<file path="src/rtl/spi_frame_master_if.sv">
// spi_frame_master_if: host command/response handshake and SPI pins of the frame master.
interface spi_frame_master_if #(
    parameter int DATA_WIDTH        = 32,
    parameter int SPI_RD_ADDR_WIDTH = 4,
    parameter int SPI_WR_ADDR_WIDTH = 4
);
    logic                         cmd_valid;
    logic                         cmd_ready;
    logic [SPI_RD_ADDR_WIDTH-1:0] cmd_rd_addr;
    logic [SPI_WR_ADDR_WIDTH-1:0] cmd_wr_addr;
    logic [DATA_WIDTH-1:0]        cmd_wr_data;
    logic                         rsp_valid;
    logic [DATA_WIDTH-1:0]        rsp_rd_data;
    logic                         spi_clk;
    logic                         spi_cs_n;
    logic                         spi_mosi;
    logic                         spi_miso;

    modport master (
        input  cmd_valid, cmd_rd_addr, cmd_wr_addr, cmd_wr_data, spi_miso,
        output cmd_ready, rsp_valid, rsp_rd_data, spi_clk, spi_cs_n, spi_mosi
    );

    modport slave (
        output cmd_valid, cmd_rd_addr, cmd_wr_addr, cmd_wr_data, spi_miso,
        input  cmd_ready, rsp_valid, rsp_rd_data, spi_clk, spi_cs_n, spi_mosi
    );
endinterface

</file>
<file path="src/rtl/spi_frame_master.sv">
// spi_frame_master: SPI initiator shifting {rd_addr, wr_addr, wr_data} MSB first and capturing MISO LSB-side.
// MISO_LATE_SAMPLE_EN: sample MISO on the last clk edge of each spi_clk high phase instead of at the rise.
module spi_frame_master #(
    parameter int DATA_WIDTH        = 32,
    parameter int SPI_RD_ADDR_WIDTH = 4,
    parameter int SPI_WR_ADDR_WIDTH = 4,
    parameter int SPI_CLK_SCALE     = 1,
    parameter int CS_SETUP_CYCLES   = 1,
    parameter int CS_HOLD_CYCLES    = 1
) (
    input logic                clk,
    input logic                reset_n,
    spi_frame_master_if.master bus
);
    localparam int W       = SPI_RD_ADDR_WIDTH + SPI_WR_ADDR_WIDTH + DATA_WIDTH;
    localparam int DIV_MAX = SPI_CLK_SCALE > CS_SETUP_CYCLES
                           ? (SPI_CLK_SCALE > CS_HOLD_CYCLES ? SPI_CLK_SCALE : CS_HOLD_CYCLES)
                           : (CS_SETUP_CYCLES > CS_HOLD_CYCLES ? CS_SETUP_CYCLES : CS_HOLD_CYCLES);
    localparam int DIV_W   = $clog2(DIV_MAX + 1);
    localparam int BIT_W   = $clog2(W + 1);

    typedef enum logic [2:0] {IDLE, SETUP, HIGH, LOW, HOLD} state_t;

    state_t                state, state_nx;
    logic [W-1:0]          shift_reg, shift_nx;
    logic [BIT_W-1:0]      bit_cnt, bit_cnt_nx;
    logic [DIV_W-1:0]      div_cnt, div_nx, div_lim;
    logic                  div_done, miso_in;
    logic                  cmd_ready_q, spi_clk_q, spi_clk_nx, spi_cs_n_q, spi_cs_n_nx;
    logic                  rsp_valid_q, rsp_valid_nx;
    logic [DATA_WIDTH-1:0] rsp_rd_data_q, rsp_rd_data_nx;

    always_ff @(posedge clk or negedge reset_n)
        if (!reset_n) begin
            state         <= IDLE;
            shift_reg     <= '0;
            bit_cnt       <= '0;
            div_cnt       <= '0;
            cmd_ready_q   <= 1'b1;
            spi_clk_q     <= 1'b0;
            spi_cs_n_q    <= 1'b1;
            rsp_valid_q   <= 1'b0;
            rsp_rd_data_q <= '0;
        end else begin
            state         <= state_nx;
            shift_reg     <= shift_nx;
            bit_cnt       <= bit_cnt_nx;
            div_cnt       <= div_nx;
            cmd_ready_q   <= state_nx == IDLE;
            spi_clk_q     <= spi_clk_nx;
            spi_cs_n_q    <= spi_cs_n_nx;
            rsp_valid_q   <= rsp_valid_nx;
            rsp_rd_data_q <= rsp_rd_data_nx;
        end

    // One divider serves every timed phase; its terminal count depends on the phase.
    always_comb begin
        div_lim        = state == SETUP ? DIV_W'(CS_SETUP_CYCLES - 1)
                       : state == HOLD  ? DIV_W'(CS_HOLD_CYCLES - 1)
                       : DIV_W'(SPI_CLK_SCALE - 1);
        div_done       = div_cnt == div_lim;
        div_nx         = (state == IDLE || div_done) ? '0 : div_cnt + 1'b1;
        state_nx       = state;
        shift_nx       = shift_reg;
        bit_cnt_nx     = bit_cnt;
        spi_clk_nx     = spi_clk_q;
        spi_cs_n_nx    = spi_cs_n_q;
        rsp_valid_nx   = 1'b0;
        rsp_rd_data_nx = rsp_rd_data_q;
        case (state)
            IDLE:
                if (bus.cmd_valid && cmd_ready_q) begin
                    shift_nx    = {bus.cmd_rd_addr, bus.cmd_wr_addr, bus.cmd_wr_data};
                    spi_cs_n_nx = 1'b0;
                    bit_cnt_nx  = '0;
                    state_nx    = SETUP;
                end
            SETUP, LOW:
                if (div_done) begin
                    spi_clk_nx = 1'b1;
                    state_nx   = HIGH;
                end
            HIGH:
                if (div_done) begin
                    spi_clk_nx = 1'b0;
                    shift_nx   = {shift_reg[W-2:0], miso_in};
                    bit_cnt_nx = bit_cnt + 1'b1;
                    state_nx   = bit_cnt == BIT_W'(W - 1) ? HOLD : LOW;
                end
            HOLD:
                if (div_done) begin
                    spi_cs_n_nx    = 1'b1;
                    rsp_valid_nx   = 1'b1;
                    rsp_rd_data_nx = shift_reg[DATA_WIDTH-1:0];
                    state_nx       = IDLE;
                end
            default: state_nx = IDLE;
        endcase
    end

`ifdef MISO_LATE_SAMPLE_EN
    assign miso_in = bus.spi_miso;
`else
    logic miso_bit;

    always_ff @(posedge clk or negedge reset_n)
        if (!reset_n) miso_bit <= 1'b0;
        else if (spi_clk_nx && !spi_clk_q) miso_bit <= bus.spi_miso;

    assign miso_in = miso_bit;
`endif

    assign bus.cmd_ready   = cmd_ready_q;
    assign bus.rsp_valid   = rsp_valid_q;
    assign bus.rsp_rd_data = rsp_rd_data_q;
    assign bus.spi_clk     = spi_clk_q;
    assign bus.spi_cs_n    = spi_cs_n_q;
    assign bus.spi_mosi    = shift_reg[W-1];
endmodule

</file>
<file path="src/flat_wrapper.sv">
// flat-port wrapper written by rule: the top's interface ports become plain ports
module spi_frame_master_flat 
#(
    parameter int DATA_WIDTH        = 32,
    parameter int SPI_RD_ADDR_WIDTH = 4,
    parameter int SPI_WR_ADDR_WIDTH = 4,
    parameter int SPI_CLK_SCALE     = 1,
    parameter int CS_SETUP_CYCLES   = 1,
    parameter int CS_HOLD_CYCLES    = 1
)
  (clk, reset_n, bus_cmd_valid, bus_cmd_rd_addr, bus_cmd_wr_addr, bus_cmd_wr_data, bus_spi_miso, bus_cmd_ready, bus_rsp_valid, bus_rsp_rd_data, bus_spi_clk, bus_spi_cs_n, bus_spi_mosi);
  spi_frame_master_if #(.DATA_WIDTH(DATA_WIDTH), .SPI_RD_ADDR_WIDTH(SPI_RD_ADDR_WIDTH), .SPI_WR_ADDR_WIDTH(SPI_WR_ADDR_WIDTH)) bus_i ();
  input logic clk;
  input logic reset_n;
  input wire logic [$bits(bus_i.cmd_valid)-1:0] bus_cmd_valid;
  input wire logic [$bits(bus_i.cmd_rd_addr)-1:0] bus_cmd_rd_addr;
  input wire logic [$bits(bus_i.cmd_wr_addr)-1:0] bus_cmd_wr_addr;
  input wire logic [$bits(bus_i.cmd_wr_data)-1:0] bus_cmd_wr_data;
  input wire logic [$bits(bus_i.spi_miso)-1:0] bus_spi_miso;
  output wire logic [$bits(bus_i.cmd_ready)-1:0] bus_cmd_ready;
  output wire logic [$bits(bus_i.rsp_valid)-1:0] bus_rsp_valid;
  output wire logic [$bits(bus_i.rsp_rd_data)-1:0] bus_rsp_rd_data;
  output wire logic [$bits(bus_i.spi_clk)-1:0] bus_spi_clk;
  output wire logic [$bits(bus_i.spi_cs_n)-1:0] bus_spi_cs_n;
  output wire logic [$bits(bus_i.spi_mosi)-1:0] bus_spi_mosi;
  assign bus_i.cmd_valid = bus_cmd_valid;
  assign bus_i.cmd_rd_addr = bus_cmd_rd_addr;
  assign bus_i.cmd_wr_addr = bus_cmd_wr_addr;
  assign bus_i.cmd_wr_data = bus_cmd_wr_data;
  assign bus_i.spi_miso = bus_spi_miso;
  assign bus_cmd_ready = bus_i.cmd_ready;
  assign bus_rsp_valid = bus_i.rsp_valid;
  assign bus_rsp_rd_data = bus_i.rsp_rd_data;
  assign bus_spi_clk = bus_i.spi_clk;
  assign bus_spi_cs_n = bus_i.spi_cs_n;
  assign bus_spi_mosi = bus_i.spi_mosi;
  spi_frame_master #(.DATA_WIDTH(DATA_WIDTH), .SPI_RD_ADDR_WIDTH(SPI_RD_ADDR_WIDTH), .SPI_WR_ADDR_WIDTH(SPI_WR_ADDR_WIDTH), .SPI_CLK_SCALE(SPI_CLK_SCALE), .CS_SETUP_CYCLES(CS_SETUP_CYCLES), .CS_HOLD_CYCLES(CS_HOLD_CYCLES)) u_core (.clk(clk), .reset_n(reset_n), .bus(bus_i));
endmodule
</file>
<file path="config.mk">
export PLATFORM = sky130hd
export DESIGN_NAME = spi_frame_master_flat
export DESIGN_NICKNAME = d
export VERILOG_FILES = /design/src/rtl/spi_frame_master_if.sv /design/src/rtl/spi_frame_master.sv /design/src/flat_wrapper.sv
export SDC_FILE = /design/constraint.sdc
export NUM_CORES = 1
export LEC_CHECK = 0
export ABC_CLOCK_PERIOD_IN_PS = 1550
export BUFFER_PORTS_ARGS = -buffer_cell sky130_fd_sc_hd__buf_2
export CORE_MARGIN = 2
export CORE_UTILIZATION = 40
export CTS_BUF_LIST = sky130_fd_sc_hd__clkbuf_16
export CTS_CLUSTER_SIZE = 8
export DETAILED_ROUTE_END_ITERATION = 12
export PLACE_DENSITY_LB_ADDON = 0.3
export SKIP_LAST_GASP = 1
export SYNTH_ARGS = -nofsm -noshare
export SYNTH_HDL_FRONTEND = slang
export SYNTH_SLANG_ARGS = --single-unit
</file>
<file path="constraint.sdc">
create_clock -name clk -period 1.55 [get_ports clk]
set_input_delay 0 -clock clk [delete_from_list [all_inputs] [get_ports clk]]
set_output_delay 0 -clock clk [all_outputs]
set_load 0.02 [all_outputs]
</file>
---- Word-level counts from Yosys, hierarchy flattened ----
Cells that the tools add are included.
word-level totals
  latch bits .............................. 0
  bits in read-only memories .............. 0
  memories kept ........................... 0
  memory bits (writable) .................. 0
  output and inout port bits .............. 37
  bits in registers ....................... 87
  bits of input ports ..................... 44
operators by class
  $add $sub $neg .......................... 2
  bitwise operators ....................... 1
  divide/modulo/power cells ............... 0
  multiply operators ...................... 0
  shift-type cells ........................ 0
  magnitude comparators ................... 0
  muxes and demuxes ....................... 21
  reductions and logical operators ........ 12
  equal/unequal tests ..................... 8
operators by type and width
  operator               count
  $mux W40               2
  $pmux W40 S2           1
  $mux W3                5
  $mux W6                2
  $pmux W3 S4            1
  $pmux W6 S2            1
  $mux W1                7
  $add A6 B1 Y6 const B  1
  $eq A3 B2 Y1 const B   2
  $eq A6 B6 Y1 const B   1
  $logic_not A3 Y1       2
  $ne A2 B2 Y1 const B   3
  $reduce_and A3 Y1      2
  $pmux W1 S2            2
  $reduce_bool A2 Y1     2
  $eq A3 B1 Y1 const B   1
  $eq A3 B3 Y1 const B   1
  $logic_and A1 B1 Y1    2
  $reduce_and A2 Y1      1
  $reduce_or A2 Y1       1
  $add A1 B1 Y1 const B  1
  $logic_not A1 Y1       1
  $logic_or A1 B1 Y1     1
  $not A1 Y1             1

---- Depth between registers and ports, before layout ----
  depth after elaboration ................. 5
  mapped depth ............................ 5

---- Worst setup path before layout ----
OpenSTA, ideal clock, no wires.
  path type ............................... register -> register
  start point ............................. reg u_core.state[0]
  end point ............................... reg u_core.shift_reg[1]
  path slack .............................. -0.132 ns
  required time ........................... 1.425 ns
  setup time .............................. 0.125 ns
  path buffers ............................ 2
  stages on the path, launching flop included .. 6
  arrival time ............................ 1.557 ns
  period minus slack after synthesis ...... 1.682 ns
  path through ............................ dfrtp_1 buf_2 nor3b_4 buf_4 mux2_2 mux2_2
between the ends
  word-level cells in the longest chain between the ends .. 3
  elaborated cells between the ends (all ways) .. 7
  those cells by class .................... 3 x eq/ne; 1 x mux; 3 x reduce/logical
ends and longest elaborated chain
  what                                                          line                    source
  start, declared                                               spi_frame_master.sv:24  state_t state, state_nx;
  start signal, assigned                                        spi_frame_master.sv:45  state <= state_nx;
  $eq A3 B2 Y1 or $logic_not A3 Y1 (tied branches)              spi_frame_master.sv:70  case (state)
  $ne A2 B2 Y1 (no line) or $reduce_bool A2 Y1 (tied branches)  --
  $reduce_and A3 Y1 (no line)                                   --
  end signal, assigned                                          spi_frame_master.sv:46  shift_reg <= shift_nx;
  end, declared                                                 spi_frame_master.sv:25  logic [W-1:0] shift_reg, shift_nx;
Several ways; a longest one is shown, not always the timed one.
A chain may end at the register's enable or synchronous reset.

---- Worst setup path after layout ----
  start point ............................. reg u_core.state[2]
  end point ............................... reg u_core.shift_reg[34]
The elaborated chain is that of the path after synthesis.

==> results.py <==
metrics = {
    "synth": {
        "synth_compound_area_share_pct": 3.89,
        "synth_xor_area_share_pct": 0,
        "syn-instance-count": 272,
        "synthesis.area_um2": 3980,
        "ys_types": 34,
        "syn_nets": 317,
        "synth_top_cells_by_area": "dfrtp_1 (53%), mux2_2 (28%), mux2_1 (3.7%), buf_6 (2.3%), dfstp_2 (1.3%)",
        "synth-seq-area-share_pct": 54.7,
        "ys_ff_latch": 87,
        "synth_area_per_cell_um2": 14.6,
        "synth_simple_gate_area_share_pct": 4.02,
        "muxShareOfSynthArea_pct": 32.7,
        "yosys.area.top_type_share_pct": 53.4,
        "synthAdderAreaFrac_pct": 0.314,
        "synth_area_leader_cell": "dfrtp_1",
        "yosysWarnings": 0,
        "synth_top_family_by_area": "multiplexers",
    },
    "clock_tree": {
        "insertion_delay_ns": 0.34,
        "cts_max_path_buffers": 2,
        "cts_made_buffers": 9,
        "clk_pin_slew_ns": 0.06,
        "htreeDepth": 3,
        "root_buffer": "clkbuf_16",
        "clock_sinks": 87,
        "tritoncts": "done",
    },
    "final_layout": {
        "area_delta_synth_final_pct": 39.5,
        "multiInputGateArea_um2": 1890,
        "stdcell_count": 525,
        "largest_register_ffs": 40,
        "seqCellArea_um2": 2180,
        "fillers": 820,
        "nNetsFinal": 432,
        "drive_gt1_share_pct": 64.3,
        "num_antenna_cells": 0,
    },
    "global_route": {
        "grt_pass1_vias": 2700,
        "grt_max_degree": 44,
        "antenna_found_initial": 0,
        "grt.total_usage_pct": 16.8,
        "overflow": 0,
        "grt_pass1_wl_um": 14100,
    },
    "power_and_ir_drop": {
        "power_density_nw_per_um2": 1580,
        "peakVddDrop_mv": 0.634,
        "leakage_nw": 2.77,
    },
    "placed_design": {
        "place_inst": 488,
        "gp_congestion": 0.781,
        "dp_hpwl_um": 5270,
        "io_buffers": 80,
    },
    "worst_hold_path": {
        "hp-class": "input port to flop",
        "min_to": "u_core.shift_reg[16]$_DFFE_PN0P_",
        "hold_depth": 3,
        "hp-start": "bus_cmd_wr_data[16]",
    },
    "timing": {
        "tightest_slew_ns": 0.593,
        "fmax_mhz": 575,
        "setup_tns_ns": -9.73,
        "hold_viol": 0,
        "finalCritPeriodShare_pct": 112,
        "finalSetupViolations": 73,
        "max_slew_margin_pct": 60.4,
        "fin_ws_ns": -0.189,
        "slew_violations": 0,
        "hold_ws_ns": 0.0182,
        "fin_skew_ns": 0.00466,
        "rsz0062_at_grt": "true",
        "period_minus_slack_ns": 1.74,
    },
    "critical_path": {
        "r2r-start": "u_core.state[2]$_DFF_PN0_",
        "r2r_end": "u_core.shift_reg[34]$_DFFE_PN0P_",
        "end_kind": "flop",
        "r2r_slack_ns": -0.19,
        "crit_path_start_kind": "flop",
        "startpoint": "u_core.state[2]$_DFF_PN0_",
        "crit_path_max_fanout": 5,
        "worstPathRequired_ns": 1.77,
        "reg2reg_depth": 5,
        "crit_arrival_ns": 1.96,
        "path_class": "flop to flop",
    },
    "route": {
        "ant_nets": 0,
        "routed_wirelength_um": 9410,
        "dr.pass1.iters": 4,
        "drc": 0,
        "drt-wirelength-per-cell_um": 17.9,
        "num_vias": 2634,
        "first_iter_violations": 82,
        "vias_per_cell": 5.02,
    },
    "die": {
        "start_util_pct": 40.9,
        "row_count": 36,
        "num_io_pins": 81,
        "die_h_um": 104,
        "die_w_um": 104,
        "die_area_um2": 10800,
        "core_area_um2": 9730,
    },
    "run_status": {
        "status": "finished with violations",
        "violations": "setup timing",
    },
    "run": {
        "cap_violations": 0,
    },
}
[routing by layer]
layer / wire length [um] / global-route usage, % / vias to the layer above / share of wire, %
li1: - / - / 1218 / -
met1: 4550 / 22.3 / 1350 / 48
met2: 4380 / 26.3 / 55 / 47
met3: 329 / 3.90 / 11 / 3.5
met4: 157 / 7.82 / 0 / 1.7
met5: 0 / 0 / - / 0
[Yosys cell counts]
library cell and number:
conb_1 1, o21bai_1 4, inv_1 5, nand4b_1 1
o32a_1 1, or3_1 1, o21ai_0 7, inv_4 1
mux2i_1 3, o22ai_1 1, a311oi_1 1, or2_2 1
o311ai_0 1, nor4_4 1, dfrtp_1 85, buf_6 8
mux2_2 100, nor2_1 2, nand2b_1 2, a21oi_1 2
ha_1 1, buf_2 5, a21oi_4 1, nand4bb_1 1
buf_4 4, nor3b_4 1, dfstp_2 2, or4_1 1
mux2_1 13, or3b_2 1, a211oi_1 4, nand3_1 5
nand2_1 3, nand3b_1 2
[logic make-up after synthesis]
kind of cell	Yosys count
mux	116
other cells	1
compound gates	22
buf+inv	23
simple gates	22
fa+ha+maj	1
flops	87
[worst max path at each step]
stage                                       endpoint  slack, ns  cells after the start
detailed placement   u_core.shift_reg[9]$_DFFE_PN0P_      -0.17                      4
global route        u_core.shift_reg[34]$_DFFE_PN0P_      -0.25                      5
CTS                 u_core.shift_reg[25]$_DFFE_PN0P_      -0.17                      5
finish              u_core.shift_reg[34]$_DFFE_PN0P_      -0.19                      5
floorplan            u_core.shift_reg[1]$_DFFE_PN0P_      -0.13                      5
global placement     u_core.shift_reg[2]$_DFFE_PN0P_      -0.13                      4
[critical path, stage by stage, from the launching register on]
cell and delay, ns:
dfrtp_2 0.44, nor3b_4 0.25, buf_6 0.19, clkbuf_16 0.17
mux2_4 0.29, mux2_2 0.26
[metrics by stage]
stage | setup WS, ns | instance area [um^2] | util, % | power [W]
global placement | -0.134 | 4620 | 47.5 | 0.00531
global route | -0.248 | 5560 | 57.1 | 0.00926
detailed placement | -0.167 | 4620 | 47.5 | 0.00539
CTS | -0.166 | 5110 | 52.5 | 0.00798
floorplan | -0.125 | 3990 | - | 0.00485
finish | -0.189 | 5560 | 57.1 | 0.00880
[cell type report]
class	count	area share, %
Inverter	6	0.450
Multi-Input combinational cell	162	34.1
Sequential cell	87	39.3
Tap cell	133	2.99
Clock inverter	7	1.58
Timing Repair Buffer	121	17.5
Clock buffer	9	4.05
[where the power goes]
part	internal [W]	switching [W]
Sequential	0.00293	0.000526
Combinational	0.00204	0.00101
Clock	0.00140	0.000888
Total	0.00637	0.00243
[cell usage in the layout, fill, tap and decap left out, types with 2 or more instances in the layout]
cell and instances:
clkinv_2 3, nand2b_1 2, a211oi_1 2, bufinv_16 2, buf_4 17, nand3b_1 2
mux2_1 7, nand3_1 5, buf_12 5, mux2_4 66, a21oi_1 2, dfrtp_1 82
buf_2 79, nand2_1 3, mux2_2 40, clkbuf_16 15, buf_6 7, dlygate4sd3_1 4
o21bai_1 4, dfrtp_2 3, buf_16 3, inv_1 5, a211oi_2 2, mux2i_1 3
dfstp_2 2, o21ai_0 7
[repair_timing]
item,in CTS,in global routing
gates cloned,4,7
hold endpoints to repair,41,0
endpoints found under the setup margin,72,75
hold buffers,4,0
pin swaps,1,2
buffers inserted,4,2
gates resized for setup,9,73
(Power assumes the default switching activity.)
